### src/rtl/regfile_wb_scheduler_pkg.sv
// Register-file constants and types shared by the write-back scheduler slice.
package regfile_pkg;

  localparam int DATA_W   = 16;
  localparam int ADDR_W   = 4;
  localparam int NUM_REGS = 16;

  typedef logic [ADDR_W-1:0] reg_addr_t;
  typedef logic [DATA_W-1:0] reg_data_t;

  localparam reg_addr_t REG_ZERO = {ADDR_W{1'b0}};

  // One-hot register select used by the busy scoreboard.
  function automatic logic [NUM_REGS-1:0] reg_onehot(input reg_addr_t addr);
    logic [NUM_REGS-1:0] mask;
    mask       = {NUM_REGS{1'b0}};
    mask[addr] = 1'b1;
    return mask;
  endfunction

endpackage

### src/rtl/regfile_wb_scheduler_if.sv
// Write-back request bus: NUM_REQ producers offering results with a valid/ready handshake.
interface regfile_wb_scheduler_if
  import regfile_pkg::*;
#(
  parameter int NUM_REQ = 3
) ();

  logic [NUM_REQ-1:0]        req_valid;
  logic [NUM_REQ*ADDR_W-1:0] req_dest;
  logic [NUM_REQ*DATA_W-1:0] req_data;
  logic [NUM_REQ-1:0]        req_ready;

  modport master (
    output req_valid,
    output req_dest,
    output req_data,
    input  req_ready
  );

  modport slave (
    input  req_valid,
    input  req_dest,
    input  req_data,
    output req_ready
  );

endinterface

### src/rtl/regfile_wb_scheduler_rr_arbiter.sv
// Pointer-based round-robin arbiter: search starts at the pointer, wraps, first valid wins.
module rr_arbiter #(
  parameter int  NUM_REQ = 3,
  localparam int PTR_W   = $clog2(NUM_REQ)
) (
  input  logic               clk,
  input  logic               rst,
  input  logic [NUM_REQ-1:0] i_valid,
  output logic [NUM_REQ-1:0] o_grant,
  output logic               o_grant_vld,
  output logic [PTR_W-1:0]   o_grant_idx
);

  localparam int IDX_W = PTR_W + 1;

  logic [PTR_W-1:0] r_ptr;
  logic [IDX_W-1:0] w_idx;

  // Priority search from the pointer; the sum is reduced once since both terms are < NUM_REQ.
  always_comb begin
    o_grant     = {NUM_REQ{1'b0}};
    o_grant_vld = 1'b0;
    o_grant_idx = {PTR_W{1'b0}};
    w_idx       = {IDX_W{1'b0}};
    for (int k = 0; k < NUM_REQ; k++) begin
      w_idx = {1'b0, r_ptr} + IDX_W'(k);
      if (w_idx >= IDX_W'(NUM_REQ)) begin
        w_idx = w_idx - IDX_W'(NUM_REQ);
      end else begin
        w_idx = w_idx;
      end
      if (!o_grant_vld && i_valid[w_idx[PTR_W-1:0]]) begin
        o_grant[w_idx[PTR_W-1:0]] = 1'b1;
        o_grant_vld               = 1'b1;
        o_grant_idx               = w_idx[PTR_W-1:0];
      end else begin
        o_grant_vld = o_grant_vld;
      end
    end
  end

  // Pointer moves just past the winner; idle cycles leave it alone.
  always_ff @(posedge clk or posedge rst) begin
    if (rst) begin
      r_ptr <= {PTR_W{1'b0}};
    end else if (o_grant_vld) begin
      r_ptr <= (o_grant_idx == PTR_W'(NUM_REQ - 1)) ? {PTR_W{1'b0}} : o_grant_idx + PTR_W'(1);
    end else begin
      r_ptr <= r_ptr;
    end
  end

endmodule

### src/rtl/regfile_wb_scheduler.sv
// Write-back scheduler: arbitrates the single register-file write port and tracks busy registers.
// Optional bypass of the in-flight write to decode is enabled by defining WB_FORWARD_EN.
module regfile_wb_scheduler
  import regfile_pkg::*;
#(
  parameter int NUM_REQ = 3
) (
  input  logic                    clk,
  input  logic                    rst,
  regfile_wb_scheduler_if.slave   io_wb,
  output logic                    o_rf_write_en,
  output reg_addr_t               o_rf_write_dest,
  output reg_data_t               o_rf_write_data,
  input  logic                    i_reserve_en,
  input  reg_addr_t               i_reserve_dest,
  input  reg_addr_t               i_query_addr_1,
  input  reg_addr_t               i_query_addr_2,
  output logic                    o_query_busy_1,
  output logic                    o_query_busy_2,
  output logic                    o_fwd_hit_1,
  output logic                    o_fwd_hit_2,
  output reg_data_t               o_fwd_data_1,
  output reg_data_t               o_fwd_data_2,
  output logic [NUM_REGS-1:0]     o_busy_mask
);

  localparam int PTR_W = $clog2(NUM_REQ);

  logic [NUM_REQ-1:0]  w_grant;
  logic                w_grant_vld;
  logic [PTR_W-1:0]    w_grant_idx;
  reg_addr_t           w_win_dest;
  reg_data_t           w_win_data;
  logic [NUM_REGS-1:0] w_set;
  logic [NUM_REGS-1:0] w_clr;
  logic [NUM_REGS-1:0] w_busy_nxt;

  logic                r_wen;
  reg_addr_t           r_dest;
  reg_data_t           r_data;
  logic [NUM_REGS-1:0] r_busy;

  rr_arbiter #(.NUM_REQ(NUM_REQ)) u_arb (
    .clk         (clk),
    .rst         (rst),
    .i_valid     (io_wb.req_valid),
    .o_grant     (w_grant),
    .o_grant_vld (w_grant_vld),
    .o_grant_idx (w_grant_idx)
  );

  assign io_wb.req_ready = w_grant;

  // Select the winning requester's destination and data.
  always_comb begin
    w_win_dest = io_wb.req_dest[w_grant_idx*ADDR_W +: ADDR_W];
    w_win_data = io_wb.req_data[w_grant_idx*DATA_W +: DATA_W];
  end

  // Write stage: one cycle after the grant; r0 writes are accepted but never enabled.
  always_ff @(posedge clk or posedge rst) begin
    if (rst) begin
      r_wen  <= 1'b0;
      r_dest <= REG_ZERO;
      r_data <= {DATA_W{1'b0}};
    end else if (w_grant_vld) begin
      r_wen  <= (w_win_dest != REG_ZERO);
      r_dest <= w_win_dest;
      r_data <= w_win_data;
    end else begin
      r_wen  <= 1'b0;
      r_dest <= r_dest;
      r_data <= r_data;
    end
  end

  // Scoreboard update: set applied after clear so a fresh reservation survives a same-edge write-back.
  always_comb begin
    w_set = {NUM_REGS{1'b0}};
    w_clr = {NUM_REGS{1'b0}};
    if (i_reserve_en && (i_reserve_dest != REG_ZERO)) begin
      w_set = reg_onehot(i_reserve_dest);
    end else begin
      w_set = {NUM_REGS{1'b0}};
    end
    if (w_grant_vld) begin
      w_clr = reg_onehot(w_win_dest);
    end else begin
      w_clr = {NUM_REGS{1'b0}};
    end
    w_busy_nxt = ((r_busy & ~w_clr) | w_set) & ~reg_onehot(REG_ZERO);
  end

  // Busy scoreboard state.
  always_ff @(posedge clk or posedge rst) begin
    if (rst) begin
      r_busy <= {NUM_REGS{1'b0}};
    end else begin
      r_busy <= w_busy_nxt;
    end
  end

  assign o_rf_write_en   = r_wen;
  assign o_rf_write_dest = r_dest;
  assign o_rf_write_data = r_data;
  assign o_busy_mask     = r_busy;
  assign o_query_busy_1  = r_busy[i_query_addr_1] & (i_query_addr_1 != REG_ZERO);
  assign o_query_busy_2  = r_busy[i_query_addr_2] & (i_query_addr_2 != REG_ZERO);

`ifdef WB_FORWARD_EN
  // Bypass covers the cycle in which the register file has not yet captured the write.
  assign o_fwd_hit_1  = r_wen & (r_dest == i_query_addr_1) & (i_query_addr_1 != REG_ZERO);
  assign o_fwd_hit_2  = r_wen & (r_dest == i_query_addr_2) & (i_query_addr_2 != REG_ZERO);
  assign o_fwd_data_1 = r_data;
  assign o_fwd_data_2 = r_data;
`else
  assign o_fwd_hit_1  = 1'b0;
  assign o_fwd_hit_2  = 1'b0;
  assign o_fwd_data_1 = {DATA_W{1'b0}};
  assign o_fwd_data_2 = {DATA_W{1'b0}};
`endif

endmodule

### src/flat_wrapper.sv
// flat-port wrapper written by rule: the top's interface ports become plain ports
module regfile_wb_scheduler_flat import regfile_pkg::*;
#(
  parameter int NUM_REQ = 3
)
  (clk, rst, o_rf_write_en, o_rf_write_dest, o_rf_write_data, i_reserve_en, i_reserve_dest, i_query_addr_1, i_query_addr_2, o_query_busy_1, o_query_busy_2, o_fwd_hit_1, o_fwd_hit_2, o_fwd_data_1, o_fwd_data_2, o_busy_mask, io_wb_req_valid, io_wb_req_dest, io_wb_req_data, io_wb_req_ready);
  regfile_wb_scheduler_if #(.NUM_REQ(NUM_REQ)) io_wb_i ();
  input  logic clk;
  input  logic rst;
  output logic o_rf_write_en;
  output reg_addr_t o_rf_write_dest;
  output reg_data_t o_rf_write_data;
  input  logic i_reserve_en;
  input  reg_addr_t i_reserve_dest;
  input  reg_addr_t i_query_addr_1;
  input  reg_addr_t i_query_addr_2;
  output logic o_query_busy_1;
  output logic o_query_busy_2;
  output logic o_fwd_hit_1;
  output logic o_fwd_hit_2;
  output reg_data_t o_fwd_data_1;
  output reg_data_t o_fwd_data_2;
  output logic [NUM_REGS-1:0] o_busy_mask;
  input wire logic [$bits(io_wb_i.req_valid)-1:0] io_wb_req_valid;
  input wire logic [$bits(io_wb_i.req_dest)-1:0] io_wb_req_dest;
  input wire logic [$bits(io_wb_i.req_data)-1:0] io_wb_req_data;
  output wire logic [$bits(io_wb_i.req_ready)-1:0] io_wb_req_ready;
  assign io_wb_i.req_valid = io_wb_req_valid;
  assign io_wb_i.req_dest = io_wb_req_dest;
  assign io_wb_i.req_data = io_wb_req_data;
  assign io_wb_req_ready = io_wb_i.req_ready;
  regfile_wb_scheduler #(.NUM_REQ(NUM_REQ)) u_core (.clk(clk), .rst(rst), .io_wb(io_wb_i), .o_rf_write_en(o_rf_write_en), .o_rf_write_dest(o_rf_write_dest), .o_rf_write_data(o_rf_write_data), .i_reserve_en(i_reserve_en), .i_reserve_dest(i_reserve_dest), .i_query_addr_1(i_query_addr_1), .i_query_addr_2(i_query_addr_2), .o_query_busy_1(o_query_busy_1), .o_query_busy_2(o_query_busy_2), .o_fwd_hit_1(o_fwd_hit_1), .o_fwd_hit_2(o_fwd_hit_2), .o_fwd_data_1(o_fwd_data_1), .o_fwd_data_2(o_fwd_data_2), .o_busy_mask(o_busy_mask));
endmodule
### config.mk
export PLATFORM = sky130hd
export DESIGN_NAME = regfile_wb_scheduler_flat
export DESIGN_NICKNAME = d
export VERILOG_FILES = /design/src/rtl/regfile_wb_scheduler_pkg.sv /design/src/rtl/regfile_wb_scheduler_if.sv /design/src/rtl/regfile_wb_scheduler_rr_arbiter.sv /design/src/rtl/regfile_wb_scheduler.sv /design/src/flat_wrapper.sv
export SDC_FILE = /design/constraint.sdc
export NUM_CORES = 1
export LEC_CHECK = 0
export CORE_ASPECT_RATIO = 0.7
export CORE_UTILIZATION = 35
export DETAILED_ROUTE_END_ITERATION = 7
export PLACE_DENSITY = 0.85
export SLEW_MARGIN = 30
export SYNTH_ARGS = -nofsm -noshare
export SYNTH_HDL_FRONTEND = slang
export SYNTH_SLANG_ARGS = --single-unit
### constraint.sdc
create_clock -name clk -period 2.35 [get_ports clk]
set_input_delay 0.3525 -clock clk [delete_from_list [all_inputs] [get_ports clk]]
set_output_delay 0.3525 -clock clk [all_outputs]
set_load 0.1 [all_outputs]
==> flow_metrics.env, run 1 <==
export IMPL_status="finished, violations left"
export IMPL_violations="negative setup slack"
export IMPL_cp_start_kind="flip-flop"
export IMPL_routed_via_density=5.36
export IMPL_reg2reg_setup_slack_ns=-0.34
export IMPL_fin_hold_ws_ns=0.489
export IMPL_die_w_um=114
export IMPL_fin_cells=638
export IMPL_cts_buffers=5
export IMPL_max_freq_mhz=372
export IMPL_cts_path_max_buffers=2
export IMPL_start_util_pct=36.2
export IMPL_ys_seq_elements=38
export IMPL_ios=154
export IMPL_io_buffers=118
export IMPL_final_nets=599
export IMPL_route_detailed_drc=0
export IMPL_yosys_most_used_dff="dfrtp_1"
export IMPL_syn_avg_cell_area_um2=9.64
export IMPL_fin_tns_setup_ns=-9.48
export IMPL_antenna_found_initial=0
export IMPL_syn_area_um2=3070
export IMPL_crit_path_max_fanout=7
export IMPL_rsz0062_at_grt="true"
export IMPL_cap_viol_max_count=0
export IMPL_grt_pass1_vias=3316
export IMPL_clk_latency_ns=0.28
export IMPL_drive_gt1_share_pct=46.3
export IMPL_synth_distinct_cells=65
export IMPL_yosys_warnings=0
export IMPL_dp_cells=595
export IMPL_synth_enable_flop_cells=0
export IMPL_grt_pass1_wl_um=16300
export IMPL_synth_async_reset_ratio_pct=100
export IMPL_cts_tree="built"
export IMPL_yosysSeqAreaShare_pct=31.0
export IMPL_root_buffer="clkbuf_16"
export IMPL_wl_per_cell_um=17.9
export IMPL_die_area_um2=9150
export IMPL_die_h_um=80.3
export IMPL_hold_viol=0
export IMPL_first_iter_violations=209
export IMPL_postSynthCellCount=318
export IMPL_final_min_clock_period_ns=2.69
export IMPL_drt_wl_total_um=11400
export IMPL_first_pass_iters=5
export IMPL_grt_max_degree=39
export IMPL_syn_to_final_growth_pct=81.2
export IMPL_grt_usage_pct=22.9
export IMPL_setup_viol_count_final=38
export IMPL_gr_total_overflow=0
export IMPL_cp_arrival_ns=2.85
export IMPL_fin_worst_skew_ns=0.00411
export IMPL_finalCritPeriodShare_pct=114
export IMPL_postRouteAntennaNets=0
export IMPL_n_fill_cell=583
export IMPL_crit_type="flip-flop to flip-flop"
export IMPL_clk_pin_slew_worst_paths_ns=0.06
export IMPL_clkSinkCount=38
export IMPL_finalMaxSlewViolations=0
export IMPL_core_region_area_um2=8480
export IMPL_htreeDepth=2
export IMPL_num_rows=28
export IMPL_ctsHoldBuffers=0
export IMPL_place_gp_congestion=0.950
export IMPL_worstPathRequired_ns=2.51
export IMPL_hp_class="primary input to async pin"
export IMPL_fin_ws_ns=-0.338
export IMPL_endpoint_kind="flip-flop"
export IMPL_dr_total_vias=3418
export IMPL_dpl_hpwl_um=7560
export IMPL_antennaDiodeCount=0
[worst max-delay path: stages, from the launching register on]
cell and delay, ns:
dfrtp_1 0.40, buf_6 0.13, ha_4 0.16, buf_6 0.12, and3b_2 0.23, o21a_4 0.24
or3_4 0.45, nand2_8 0.11, buf_4 0.11, mux2i_2 0.25, o21ai_1 0.10, mux2_2 0.27
[path summary, 6_finish.rpt]
| check | from | cells past startpoint | to |
|---|---|---|---|
| setup / recovery | u_core.u_arb.r_ptr[1] | 11 | u_core.o_rf_write_dest[1] |
| hold / removal | rst | 3 | u_core.o_rf_write_data[5] |
| setup reg to reg | u_core.u_arb.r_ptr[1] | 11 | u_core.o_rf_write_dest[1] |
| hold reg to reg | u_core.o_rf_write_dest[3] | 1 | u_core.o_rf_write_dest[3] |
| max in group asynchronous | rst | 3 | u_core.u_arb.r_ptr[0] |
| min in group clk | u_core.o_rf_write_dest[3] | 1 | u_core.o_rf_write_dest[3] |
[logic make-up (layout without fill, tap and decap cells)]
kind of cell / after synthesis / count (layout) / share of synthesized area, %
buffers and inverters: 59 / 225 / 13.0
and+or+nand+nor: 79 / 79 / 14.5
DFF: 38 / 38 / 31.0
adders and majority gates: 4 / 4 / 1.63
AOI/OAI and AO/OA: 105 / 105 / 25.8
muxes: 32 / 32 / 14.0
other: 1 / 35 / 0.122
[per-layer routing]
layer	part of all wire, %	routed length [um]	GRT usage, %
met1	41	4670	28.6
met2	50	5660	39.4
met4	1.6	183	7.53
met5	0	0	0
met3	8.0	917	5.13
[cells in the mapped netlist, types with 2 or more instances]
library cell  count  share of area (%)
buf_4            38                9.3
o21ai_1           2               0.33
nor3b_1           2               0.49
mux4_2            8                5.9
o2111ai_1         3               0.86
ha_1              4                1.6
mux2i_1          19                6.2
dfrtp_1          38                 31
buf_6             4                1.5
o41ai_1           7                2.0
nand2_1          28                3.4
clkbuf_1          8               0.98
a22oi_1          18                4.4
nand3b_1          4               0.98
a21boi_0          2               0.49
nor2_1            7               0.86
o32a_1            2               0.65
nor2b_1           7                1.4
a211oi_1          3               0.73
nor4b_1           2               0.57
a41oi_1           2               0.57
nand3_1           3               0.49
a21oi_1           2               0.33
o211ai_1          2               0.49
o21ai_0          33                5.4
nand2b_1          4               0.82
mux2_2            4                1.5
inv_1             6               0.73
a31oi_1           4               0.82
buf_2             3               0.49
o31ai_1           8                2.0
nor3_1            8                1.3
[sequential cells by signal, summed over array words and instances (netlist names)]
signal	count
u_core.o_busy_mask	15
u_core.u_arb.r_ptr	2
u_core.o_rf_write_dest	4
u_core.o_rf_write_en	1
u_core.o_rf_write_data	16
[area by class of cell]
cell class / instances / area [um2] / area share [%]
Multi-Input combinational cell: 255 / 2310 / 41.6
Timing Repair Buffer: 211 / 1940 / 34.8
Sequential cell: 38 / 967 / 17.4
Clock buffer: 8 / 166 / 3.00
Tap cell: 120 / 150 / 2.70
Inverter: 6 / 22.5 / 0.405
[stage by stage]
step / worst slack (ns) / utilization [%] / area (um2)
2_1_floorplan: -0.372 / - / 3270
3_3_place_gp: -0.472 / 54.6 / 4630
3_5_place_dp: -0.544 / 54.6 / 4630
4_1_cts: -0.280 / 60.8 / 5160
5_1_grt: -0.423 / 65.5 / 5560
6_report: -0.338 / 65.5 / 5560
[timing repair]
| item | 4_1_cts | 5_1_grt |
|---|---|---|
| gates cloned | 1 | 1 |
| pin swaps | 12 | 28 |
| resized for setup | 50 | 76 |
| buffers inserted | 18 | 17 |
| endpoints found under the setup margin | 41 | 41 |
[cells in the final DEF, fill, tap and decap left out, types with 4 or more instances in the layout]
| cell | instances |
|---|---|
| nor2_1 | 6 |
| o21ai_0 | 7 |
| nand2_1 | 27 |
| dfrtp_1 | 25 |
| mux2_2 | 4 |
| buf_4 | 111 |
| conb_1 | 35 |
| buf_12 | 6 |
| nor2b_1 | 5 |
| nand3b_1 | 4 |
| nand2b_1 | 4 |
| nor3_1 | 5 |
| o31ai_2 | 5 |
| dfrtp_2 | 13 |
| o21ai_1 | 23 |
| inv_1 | 4 |
| clkdlybuf4s50_1 | 70 |
| o41ai_2 | 5 |
| mux2i_1 | 17 |
| buf_6 | 15 |
| mux4_2 | 8 |
| a22oi_1 | 17 |
| clkbuf_16 | 5 |
Power of run 1 is left out: the tool's default activity adds up to more than one toggle a clock period on the data nets, which glitch-free logic cannot reach.
==> run 2: changes to the inputs <==
--- a/config.mk
+++ b/config.mk
@@ -5,7 +5,8 @@
 export SDC_FILE = /design/constraint.sdc
 export NUM_CORES = 1
 export LEC_CHECK = 0
-export CORE_ASPECT_RATIO = 0.7
+export CORE_ASPECT_RATIO = 0.8
+export CORE_MARGIN = 2
 export CORE_UTILIZATION = 35
 export DETAILED_ROUTE_END_ITERATION = 7
 export PLACE_DENSITY = 0.85
==> constraint.sdc (replaced) <==
create_clock -name clk -period 2.2 [get_ports clk]
set_input_delay 0.33 -clock clk [delete_from_list [all_inputs] [get_ports clk]]
set_output_delay 0.33 -clock clk [all_outputs]
set_load 0.1 [all_outputs]
==> flow_metrics.env, run 2 (synthesized netlist as in run 1, its figures left out) <==
export IMPL_worstSetupPathDepth=11
export IMPL_routed_via_density=5.63
export IMPL_r2r_end="u_core.o_busy_mask[8]"
export IMPL_pre_cts_ws_ns=-0.706
export IMPL_antenna_found_initial=0
export IMPL_core_region_area_um2=8480
export IMPL_ctsHoldBuffers=0
export IMPL_drt_wl_total_um=13300
export IMPL_grt_max_degree=39
export IMPL_n_fill_cell=579
export IMPL_cp_start_kind="flip-flop"
export IMPL_final_cell_mix="buf_4 (107), clkdlybuf4s50_1 (72), conb_1 (35)"
export IMPL_gr_total_overflow=0
export IMPL_io_buffers=118
export IMPL_clkSinkCount=38
export IMPL_rr_startpoint="u_core.u_arb.r_ptr[0]"
export IMPL_status="finished, violations left"
export IMPL_finalCritPeriodShare_pct=127
export IMPL_first_pass_iters=4
export IMPL_postRouteAntennaNets=0
export IMPL_setup_viol_count_final=43
export IMPL_final_common_cell="buf_4"
export IMPL_cts_buffers=5
export IMPL_rsz0062_at_grt="true"
export IMPL_final_nets=613
export IMPL_reg2reg_setup_slack_ns=-0.60
export IMPL_worst_slew_pin_transition_ns=0.548
export IMPL_largest_reg_flops=16
export IMPL_cp_slowest_cell="nor3_1"
export IMPL_antennaDiodeCount=0
export IMPL_endpoint_kind="flip-flop"
export IMPL_hp_class="primary input to async pin"
export IMPL_cap_viol_max_count=0
export IMPL_slew_headroom_pct=63.2
export IMPL_cp_arrival_ns=2.97
export IMPL_grt_pass1_vias=3270
export IMPL_dpl_hpwl_um=7630
export IMPL_grt_pass1_wl_um=16100
export IMPL_r2r_cells=11
export IMPL_critical_path_max_stage_delay_ns=0.43
export IMPL_crit_type="flip-flop to flip-flop"
export IMPL_fin_ws_ns=-0.604
export IMPL_grt_usage_pct=21.6
export IMPL_syn_to_final_growth_pct=92.0
export IMPL_crit_chain="buf_6 > ha_4 > mux2i_4 > buf_6 > o2111ai_4 > buf_4 > and3_4 > nor3_1 > a211oi_4 > o41ai_2 > nand2_1"
export IMPL_wl_per_cell_um=20.7
export IMPL_cts_tree="built"
export IMPL_dp_cells=587
export IMPL_fin_tns_setup_ns=-15.82
export IMPL_route_detailed_drc=0
export IMPL_finalMaxSlewViolations=0
export IMPL_clk_latency_ns=0.30
export IMPL_cts_path_max_buffers=2
export IMPL_crit_buf_inv=3
export IMPL_die_h_um=87.7
export IMPL_violations="negative setup slack"
export IMPL_die_w_um=109
export IMPL_root_buffer="clkbuf_8"
export IMPL_crit_path_max_fanout=6
export IMPL_max_freq_mhz=357
export IMPL_first_iter_violations=225
export IMPL_ios=154
export IMPL_num_rows=30
export IMPL_final_min_clock_period_ns=2.80
export IMPL_dr_total_vias=3625
export IMPL_drive_gt1_share_pct=49.8
export IMPL_worstPathRequired_ns=2.37
export IMPL_place_gp_congestion=0.935
export IMPL_fin_cells=644
export IMPL_cpMostUsedCell="buf_6"
export IMPL_die_area_um2=9530
export IMPL_crit_family="simple AND/OR/NAND/NOR gates"
export IMPL_hold_viol=0
export IMPL_fin_worst_skew_ns=0.0165
export IMPL_htreeDepth=2
export IMPL_clk_pin_slew_worst_paths_ns=0.09
export IMPL_start_util_pct=36.2
## run 2: per-layer routing
metal	up-vias	track usage, %	part of all wire, %
li1	1568	-	-
met5	-	0	0
met3	56	4.39	10
met4	0	6.64	3.7
met2	271	37.2	49
met1	1730	27.6	38
## run 2: tightest hold or removal path, cell delays in order
cell	delay (ns)
clkdlybuf4s50_1	0.40
inv_1	0.05
buf_4	0.42
## run 2: repair_timing
action | CTS | global route
endpoints found under the setup margin | 43 | 43
resized for setup | 44 | 117
buffers inserted | 16 | 32
pin swaps | 7 | 32
cloned | 0 | 3
## run 2: worst max-delay path by stage
stage / endpoint / start / slack [ns]
after floorplan: io_wb_req_ready[1] / u_core.u_arb.r_ptr[1] / -0.50
after global placement: u_core.o_busy_mask[5] / io_wb_req_valid[2] / -0.59
after detailed placement: u_core.o_busy_mask[5] / io_wb_req_valid[2] / -0.71
after CTS: io_wb_req_ready[1] / u_core.u_arb.r_ptr[1] / -0.47
after global routing: u_core.o_busy_mask[13] / u_core.u_arb.r_ptr[0] / -0.66
final: u_core.o_busy_mask[8] / u_core.u_arb.r_ptr[0] / -0.60
## run 2: stage by stage
| stage | hold slack, ns | utilization (%) | cell area [um2] |
|---|---|---|---|
| floorplan | 0.423 | - | 3270 |
| global placement | 0.490 | 54.7 | 4640 |
| detailed placement | 0.493 | 54.7 | 4640 |
| CTS | 0.464 | 59.9 | 5080 |
| global route | 0.527 | 69.4 | 5890 |
| finish | 0.448 | 69.4 | 5890 |
## run 2: layout make-up
| class | count | area [um2] | share of cell area, % |
|---|---|---|---|
| clock inverter | 3 | 68.8 | 1.17 |
| inverter | 6 | 22.5 | 0.383 |
| clock buffer | 5 | 68.8 | 1.17 |
| tap | 112 | 140 | 2.38 |
| multi-input combinational | 256 | 2470 | 42.0 |
| sequential | 38 | 967 | 16.4 |
| timing repair buffer | 224 | 2150 | 36.5 |
Power of run 2 is left out for the same reason.
==> run 3: changes to the inputs <==
--- a/config.mk
+++ b/config.mk
@@ -5,11 +5,14 @@
 export SDC_FILE = /design/constraint.sdc
 export NUM_CORES = 1
 export LEC_CHECK = 0
+export CAP_MARGIN = 20
 export CORE_ASPECT_RATIO = 0.8
 export CORE_MARGIN = 2
 export CORE_UTILIZATION = 35
+export CTS_CLUSTER_DIAMETER = 150
 export DETAILED_ROUTE_END_ITERATION = 7
 export PLACE_DENSITY = 0.85
+export REMOVE_ABC_BUFFERS = 1
 export SLEW_MARGIN = 30
 export SYNTH_ARGS = -nofsm -noshare
 export SYNTH_HDL_FRONTEND = slang
==> flow_metrics.env, run 3 (synthesized netlist as in run 1, its figures left out) <==
export IMPL_num_rows=30
export IMPL_finalMaxSlewViolations=0
export IMPL_core_region_area_um2=8480
export IMPL_route_detailed_drc=0
export IMPL_setup_viol_count_final=43
export IMPL_clkSinkCount=38
export IMPL_grt_pass1_wl_um=18500
export IMPL_cts_buffers=5
export IMPL_ctsHoldBuffers=0
export IMPL_die_area_um2=9530
export IMPL_drive_gt1_share_pct=44.5
export IMPL_final_area_um2=5560
export IMPL_largest_reg_flops=16
export IMPL_rsz0062_at_grt="true"
export IMPL_fin_worst_skew_ns=0.00882
export IMPL_crit_chain="buf_6 > ha_4 > nor2b_2 > o2111ai_1 > nand3_2 > buf_4 > nor3_4 > a22oi_2 > o41ai_2 > nand2_1"
export IMPL_io_buffers=118
export IMPL_cts_path_max_buffers=2
export IMPL_die_h_um=87.7
export IMPL_antennaDiodeCount=0
export IMPL_dpl_hpwl_um=7620
export IMPL_regArea_um2=955
export IMPL_grt_max_degree=23
export IMPL_critical_path_max_stage_delay_ns=0.42
export IMPL_hold_viol=0
export IMPL_first_iter_violations=296
export IMPL_slew_headroom_pct=54.4
export IMPL_routed_via_density=5.81
export IMPL_syn_to_final_growth_pct=81.2
export IMPL_final_nets=605
export IMPL_violations="negative setup slack"
export IMPL_crit_type="flip-flop to flip-flop"
export IMPL_cp_start_kind="flip-flop"
export IMPL_n_fill_cell=590
export IMPL_ios=154
export IMPL_multi_input_area_um2=2290
export IMPL_endpoint_kind="flip-flop"
export IMPL_first_pass_iters=5
export IMPL_root_buffer="clkbuf_8"
export IMPL_gr_total_overflow=0
export IMPL_final_min_clock_period_ns=2.85
export IMPL_postRouteAntennaNets=0
export IMPL_crit_path_max_fanout=8
export IMPL_dr_total_vias=3694
export IMPL_final_common_cell="buf_4"
export IMPL_fin_ws_ns=-0.652
export IMPL_cp_arrival_ns=3.02
export IMPL_clk_latency_ns=0.30
export IMPL_hp_class="primary input to async pin"
export IMPL_finalCritPeriodShare_pct=130
export IMPL_grt_pass1_vias=3607
export IMPL_wl_per_cell_um=20.5
export IMPL_place_area_um2=4550
export IMPL_clk_pin_slew_worst_paths_ns=0.09
export IMPL_final_cell_mix="buf_4 (112), clkdlybuf4s50_1 (73), conb_1 (35), dfrtp_1 (35), nand2_1 (28)"
export IMPL_start_util_pct=36.2
export IMPL_worst_slew_pin_transition_ns=0.684
export IMPL_pre_cts_ws_ns=-0.648
export IMPL_place_gp_congestion=0.876
export IMPL_cp_slowest_cell="dfrtp_1"
export IMPL_status="finished, violations left"
export IMPL_max_freq_mhz=351
export IMPL_cts_tree="built"
export IMPL_cap_viol_max_count=0
export IMPL_drt_wl_total_um=13100
export IMPL_die_w_um=109
export IMPL_grt_usage_pct=24.9
export IMPL_worstPathRequired_ns=2.37
export IMPL_antenna_found_initial=0
export IMPL_htreeDepth=2
## run 3: changes by cell type in the layout (fill, tap and decap cells not counted), sizes merged
| cell | before | now |
|---|---|---|
| buf | 145 | 140 |
| clkbuf | 8 | 5 |
| clkdlybuf4s15 | 1 | 2 |
| clkdlybuf4s50 | 72 | 73 |
| dlymetal6s2s | 1 | 0 |
| or2 | 3 | 2 |
## run 3: area by class of cell
cell class / count / area share [%]
clock buffer: 5 / 1.24
clock inverter: 3 / 1.24
inverter: 6 / 0.405
multi-input combinational: 255 / 41.2
sequential: 38 / 17.2
tap: 112 / 2.52
timing repair buffer: 217 / 36.2
## run 3: routing by layer
layer / wire (um) / GRT usage, %
met1: 4930 / 30.0
met2: 6260 / 43.3
met3: 1330 / 5.06
met4: 544 / 11.3
met5: 0 / 0
## run 3: worst paths after layout
check                      slack (ns)                          to  depth (start not counted)                       from
max                             -0.65      u_core.o_busy_mask[10]                         10      u_core.u_arb.r_ptr[1]
min                              0.35  u_core.o_rf_write_data[14]                          3                        rst
max reg2reg                     -0.65      u_core.o_busy_mask[10]                         10      u_core.u_arb.r_ptr[1]
min reg2reg                      0.53   u_core.o_rf_write_dest[0]                          2  u_core.o_rf_write_dest[0]
max in group asynchronous        1.55       u_core.o_busy_mask[9]                          3                        rst
min in group clk                 0.53   u_core.o_rf_write_dest[0]                          2  u_core.o_rf_write_dest[0]
## run 3: critical path, delay by kind of cell (launching register included)
family | cells | cell delay, ns
AND/OR/NAND/NOR | 4 | 0.77
adder cells (fa/ha/maj) | 1 | 0.22
flip-flops | 1 | 0.42
buffers and inverters | 2 | 0.33
AO/OA/AOI/OAI | 3 | 0.98
## run 3: timing repair
item / in CTS / in global routing
pin swaps: 28 / 20
setup buffers: 27 / 16
endpoints found under the hold margin: 0 / 0
resized for setup: 96 / 41
cloned: 1 / 0
setup endpoints to repair: 42 / 43
## run 3: through the flow
stage / TNS [ns] / std cells / utilization (%) / hold WS [ns]
final: -19.95 / 636 / 65.5 / 0.350
after global routing: -23.02 / 636 / 65.5 / 0.380
after CTS: -14.40 / 622 / 62.1 / 0.360
after detailed placement: -20.16 / 588 / 53.6 / 0.482
after global placement: -18.11 / 588 / 53.6 / 0.458
after floorplan: -66.97 / 299 / - / 0.427
Power of run 3 is left out for the same reason.
